<file path="src/rtl/chk_pkg.sv">
// Shared types for the data-memory write checker: FSM states, verdict causes
// and the expected-write entry.
package chk_pkg;

  typedef enum logic [1:0] {
    StRun,
    StPass,
    StFail
  } chk_state_e;

  typedef enum logic [2:0] {
    CauseNone       = 3'd0,
    CauseAddr       = 3'd1,
    CauseData       = 3'd2,
    CauseUnexpected = 3'd3,
    CauseMissing    = 3'd4,
    CauseTimeout    = 3'd5
  } chk_cause_e;

  localparam int unsigned ChkAw = 32;
  localparam int unsigned ChkDw = 32;

  // Default-width entry; the top builds its own entry type from AW/DW.
  typedef struct packed {
    logic [ChkAw-1:0] adr;
    logic [ChkDw-1:0] data;
  } exp_entry_t;

endpackage

</file>
<file path="src/rtl/chk_fifo.sv">
// Show-ahead FIFO of expected writes; pointers carry a wrap bit so that full
// and empty fall out of a plain pointer comparison.
module chk_fifo
  import chk_pkg::*;
#(
  parameter int unsigned DEPTH   = 8,
  parameter type         entry_t = exp_entry_t
) (
  input  logic   clk,
  input  logic   reset,
  input  logic   push,
  input  logic   pop,
  input  entry_t wentry,
  output logic   full,
  output logic   empty,
  output entry_t head
);

  localparam int unsigned PW = $clog2(DEPTH);

  logic [PW:0] wr_q;
  logic [PW:0] rd_q;
  entry_t      mem_q [DEPTH];

  assign empty = (wr_q == rd_q);
  assign full  = (wr_q[PW] != rd_q[PW]) && (wr_q[PW-1:0] == rd_q[PW-1:0]);
  assign head  = mem_q[rd_q[PW-1:0]];

  always_ff @(posedge clk or negedge reset) begin
    if (!reset) begin
      wr_q <= '0;
      rd_q <= '0;
    end else begin
      if (push) wr_q <= wr_q + 1'b1;
      if (pop && !empty) rd_q <= rd_q + 1'b1;
    end
  end

  // A push while full only arrives together with a pop, so it overwrites the
  // slot whose head is leaving this cycle.
  always_ff @(posedge clk) begin
    if (push) mem_q[wr_q[PW-1:0]] <= wentry;
  end

endmodule

</file>
<file path="config.mk">
export PLATFORM = sky130hd
export DESIGN_NAME = chk_fifo
export DESIGN_NICKNAME = d
export VERILOG_FILES = /design/src/rtl/chk_pkg.sv /design/src/rtl/chk_fifo.sv
export SDC_FILE = /design/constraint.sdc
export NUM_CORES = 1
export LEC_CHECK = 0
export CAP_MARGIN = 20
export CORE_ASPECT_RATIO = 1.4
export CORE_MARGIN = 5
export CORE_UTILIZATION = 30
export DETAILED_ROUTE_END_ITERATION = 6
export GPL_ROUTABILITY_DRIVEN = 0
export MAX_ROUTING_LAYER = met4
export PLACE_DENSITY_LB_ADDON = 0.1
export SYNTH_ARGS = -nofsm -noshare
export SYNTH_HDL_FRONTEND = slang
export SYNTH_SLANG_ARGS = --single-unit
export TNS_END_PERCENT = 1
</file>
<file path="constraint.sdc">
create_clock -name clk -period 9.8 [get_ports clk]
set_clock_uncertainty 0.05 [all_clocks]
set_input_delay 1.96 -clock clk [delete_from_list [all_inputs] [get_ports clk]]
set_output_delay 1.96 -clock clk [all_outputs]
set_load 0.01 [all_outputs]
</file>
==> results.cfg <==
[logic_synthesis]
async_reset_ff_share_pct = 1.54
syn_area_um2 = 19700
avgSynthCellArea_um2 = 24.9
syn_nets = 860
synth_cell_types = 24
ys_seq_area_share_pct = 79.2
ys.warnings.count = 0
synth-edff-count = 512
yosys.area.top_type = edfxtp_1
synthTopCellsByCount = edfxtp_1 (512), mux4_2 (128), mux2_2 (65)
synth-main-ff-cell = edfxtp_1
netlist_instances = 790
synth_seq_cells = 520
netlist.area_leader.share_pct = 78.2
synth_most_common_cell = edfxtp_1
synth_area_leaders = edfxtp_1 (78%), mux4_2 (15%), mux2_2 (3.7%)

[timing]
rsz0062_at_grt = false
holdWs_ps = 518
hold_viol_final = 0
timing.fmax_mhz = 170
fin_tns_setup_ps = 0
setup_slack_ps = 3920
fin_crit_ps = 5880
fin_crit_sh_pct = 60.0
worst_slew_pin_slew_ps = 1030
maxSlewViolCount = 0
max_slew_margin_pct = 30.9
finalSetupViolCount = 0

[cts]
clockRootBuffer = clkbuf_16
cts_max_path_buffers = 3
clk_latency_ps = 570
clkTransAtPathRegs_ps = 60
h-tree-depth = 2
cts_tree = yes
cts_hold_buf = 0
cts_sinks = 520
cts_made_buffers = 53
ctsResizeCount = 0
cts_post_setup_buffers_inserted = 0

[critical_path]
timing.rr.end = mem_q[7][4]
arrival_ps = 3870
r2r_cells = 3
ff2ff_setup_slack_ps = 7010
crit_type = reg2out
crit_required_ps = 7790
startpoint_type = flip-flop
end_kind = primary output
crit_start = rd_q[0]
timing.rr.start = wr_q[0]
crit_fanout = 96
crit_end = head[35]

[floorplanning]
die_area_um2 = 70900
ios = 134
core_area_um2 = 65300
start_util_pct = 30.1
die_w_um = 226
die_y_um = 313
fp-row-count = 111

[route]
first_iter_violations = 439
routed_wl_mm = 44.3
detail_route.wl_per_cell_um = 24.0
antenna_left = 0
routed_via_density = 4.66
drt_pass1_iterations = 4
drcViolationCount = 0
vias = 8619

[global_routing]
antenna_found_initial = 3
track_usage_pct = 12.9
grt-ovfl-total = 0
grt_max_degree = 97
grt_pass1_wl_mm = 65.5
first_global_vias = 9651

[cells_and_area]
layout-drive-gt1-share_pct = 29.2
final_net_count = 1027
syn_to_final_growth_pct = 21.2

[job]
cap_violations = 0

[pwr]
p_int_mw = 5.23
seqPwrFrac_pct = 41.0
p_comb_share_pct = 30.6
powerDensity_nw_per_um2 = 306
p_leak_nw = 7.39
clkPwrFrac_pct = 28.3
switching_share_pct = 28.3
ir_drop_mv = 0.229
net-switching-power_mw = 2.06

[run_status]
status = finished clean

[place]
io_buffer_count = 133
post-place-ws_ps = 4480
post-dp-hpwl_mm = 22.6

[min_path]
min_from = rd_q[3]
hp-class = reg2reg
metrics by stage:
step	std cells	power (mW)	utilization, %	area, um2
after floorplan	790	4.37	-	19700
after global placement	1748	5.37	33.8	22000
after detailed placement	1749	5.37	33.8	22100
after CTS	1846	7.48	36.5	23800
after global routing	1849	7.66	36.5	23800
final	1850	7.29	36.5	23800
metal layers:
layer / part of all wire [%] / up-vias / GRT usage (%)
met4: 2.0 / 0 / 3.10
li1: - / 3732 / -
met3: 4.3 / 66 / 2.75
met5: 0 / - / -
met2: 49 / 141 / 20.6
met1: 44 / 4680 / 16.9
worst min-delay path by stage:
| stage | end | cells after the start |
|---|---|---|
| global route | rd_q[3] | 2 |
| detailed placement | rd_q[3] | 2 |
| finish | rd_q[3] | 2 |
| global placement | rd_q[3] | 2 |
| floorplan | rd_q[3] | 2 |
| CTS | rd_q[3] | 2 |
cell type report:
class / count / area [um2]
Fill cell: 5997 / 41400
Sequential cell: 520 / 15600
Multi-Input combinational cell: 229 / 3920
Timing Repair Buffer: 151 / 1500
Clock buffer: 68 / 1430
Tap cell: 847 / 1060
Clock inverter: 29 / 335
Antenna cell: 4 / 10.0
Inverter: 2 / 7.51
flip-flops by register name (all words and copies together), names as in the netlist:
signal,count
mem_q,512
rd_q,4
wr_q,4
worst max-delay path, cell delays in order, from the launching register on:
cell	delay (ps)
dfrtp_4	950
buf_12	640
mux4_2	610
mux2_2	270
clkdlybuf4s50_1	540
power by group through the flow:
stage                     Clock, mW  Sequential [mW]  Combinational (mW)
after CTS                      2.14             3.01                2.33
after global routing           2.22             3.03                2.41
final                          2.06             2.99                2.23
after detailed placement          0             3.05                2.32
after floorplan                   0             2.91                1.45
after global placement            0             3.04                2.33
cells in the final DEF, fill, tap and decap left out, types with 2 or more instances in the layout:
cell type / n
buf_4: 16
bufinv_16: 8
clkbuf_1: 13
clkbuf_16: 55
clkdlybuf4s50_1: 133
clkinv_1: 14
clkinv_2: 5
dfrtp_1: 5
dfrtp_4: 3
diode_2: 4
edfxtp_1: 512
ha_1: 2
inv_1: 2
mux2_2: 65
mux4_2: 128
nand2_1: 5
nand2b_1: 3
nor2_4: 6
nor3_2: 2
xnor2_1: 7
xor2_1: 2
logic make-up (layout without fill, tap and decap cells):
group           Yosys count  after routing  share of synthesized area (%)
fa+ha+maj                 2              2                          0.127
mux                     194            194                           18.4
other cells               0              4                              0
xor+xnor                  9              9                          0.401
compound gates            4              4                          0.191
simple gates             20             20                          0.477
flops                   520            520                           79.2
buf+inv                  41            250                           1.20
Note: power is estimated with default switching activity, not from simulation.
==> patch (config.mk and constraints unchanged) <==
Reset style: synchronous (`reset`), changed in one clocked block.
--- a/src/rtl/chk_fifo.sv
+++ b/src/rtl/chk_fifo.sv
@@ -26,7 +26,7 @@
   assign full  = (wr_q[PW] != rd_q[PW]) && (wr_q[PW-1:0] == rd_q[PW-1:0]);
   assign head  = mem_q[rd_q[PW-1:0]];
 
-  always_ff @(posedge clk or negedge reset) begin
+  always_ff @(posedge clk) begin
     if (!reset) begin
       wr_q <= '0;
       rd_q <= '0;
Function: differs if reset is asserted again (counterexample within 4 cycles, from zero or initial values and one cycle with reset low); with reset held inactive, the same outputs for 4 cycles.
==> patch against the original RTL <==
Synthesized area rose by 0.74%. Critical path depth unchanged. Count of clock-buffer cells in the layout fell by 6. Largest cell class unchanged. Cell area up 0.38%. Critical endpoint is now head[24]. Global-route usage up 0.28 points. Sequential share of layout area shrank 0.16 points. Setup slack better by 100 ps. Routed wire length up 1.6%. Sequential cell count rose by 3.
Power is not compared: it rests on default switching activity, and its combinational part moved more than twofold at a synthesized area within 25%.
==> patch: results <==
drt:
  met3_wirelength_um: 2120
  wl_um: 45000
  met1_length_um: 19200
  routed-wl-met2_um: 22800
  route.vias.total: 8735
  drt-initial-drc-count: 513
synthesis:
  synth.top_cells.by_area: "sky130_fd_sc_hd__edfxtp_1 (78%), sky130_fd_sc_hd__mux4_2 (15%), sky130_fd_sc_hd__mux2_2 (3.7%)"
  synth.lib_cells_used.distinct: 29
  yosys.area_share.xor_xnor: 0.00265
  synth_adder_area_share: 0.00126
  synth.mux.area_fraction: 0.186
  fraction_of_registers_with_async_set_reset: 0
  postSynthCellCount: 810
  synth.yosys.seq_area_share: 0.787
power:
  total_power_w: 0.00519
  seq-power_w: 0.00256
global_routing:
  grt_pass1_vias: 9913
  gr-usage-all-layers: 0.131
  global_route.usage.met3: 0.0297
  antenna_found_initial: 5
  gr-usage-met2: 0.217
  gr-usage-met1: 0.165
placed_design:
  placement.cell_area_um2: 22200
  dpl_worst_slack_ps: 4420
  dp_cells: 1770
cells_and_area:
  nNetsFinal: 1050
  final-instance-count-excl-fill: 1873
outcome:
  status: "completed"
timing:
  worst_relative_slew_slack: 0.319
setup_path:
  worst_ep_arrival_time_ps: 3770
-- patch: worst paths after layout --
path              slack, ps  depth (start not counted)           end  startpoint
setup / recovery       4020                          4      head[24]        flop
hold / removal          480                          2          flop     rd_q[2]
setup reg to reg       7040                          3  mem_q[1][15]     wr_q[0]
hold reg to reg         480                          2          flop     rd_q[2]
-- patch: area by class of cell --
cell class / instances / area [um2]
fill: 6060 / 41600
sequential: 523 / 15600
multi-input combinational: 248 / 4030
timing repair buffer: 153 / 1510
clock buffer: 62 / 1400
tap: 847 / 1060
clock inverter: 34 / 298
antenna: 5 / 12.5
inverter: 1 / 3.75
-- patch: worst max-delay path: stages, from the launching register on --
cell and delay [ps]:
sky130_fd_sc_hd__dfxtp_4 960, sky130_fd_sc_hd__buf_4 800, sky130_fd_sc_hd__mux4_2 590, sky130_fd_sc_hd__mux2_2 300, sky130_fd_sc_hd__clkdlybuf4s50_1 490
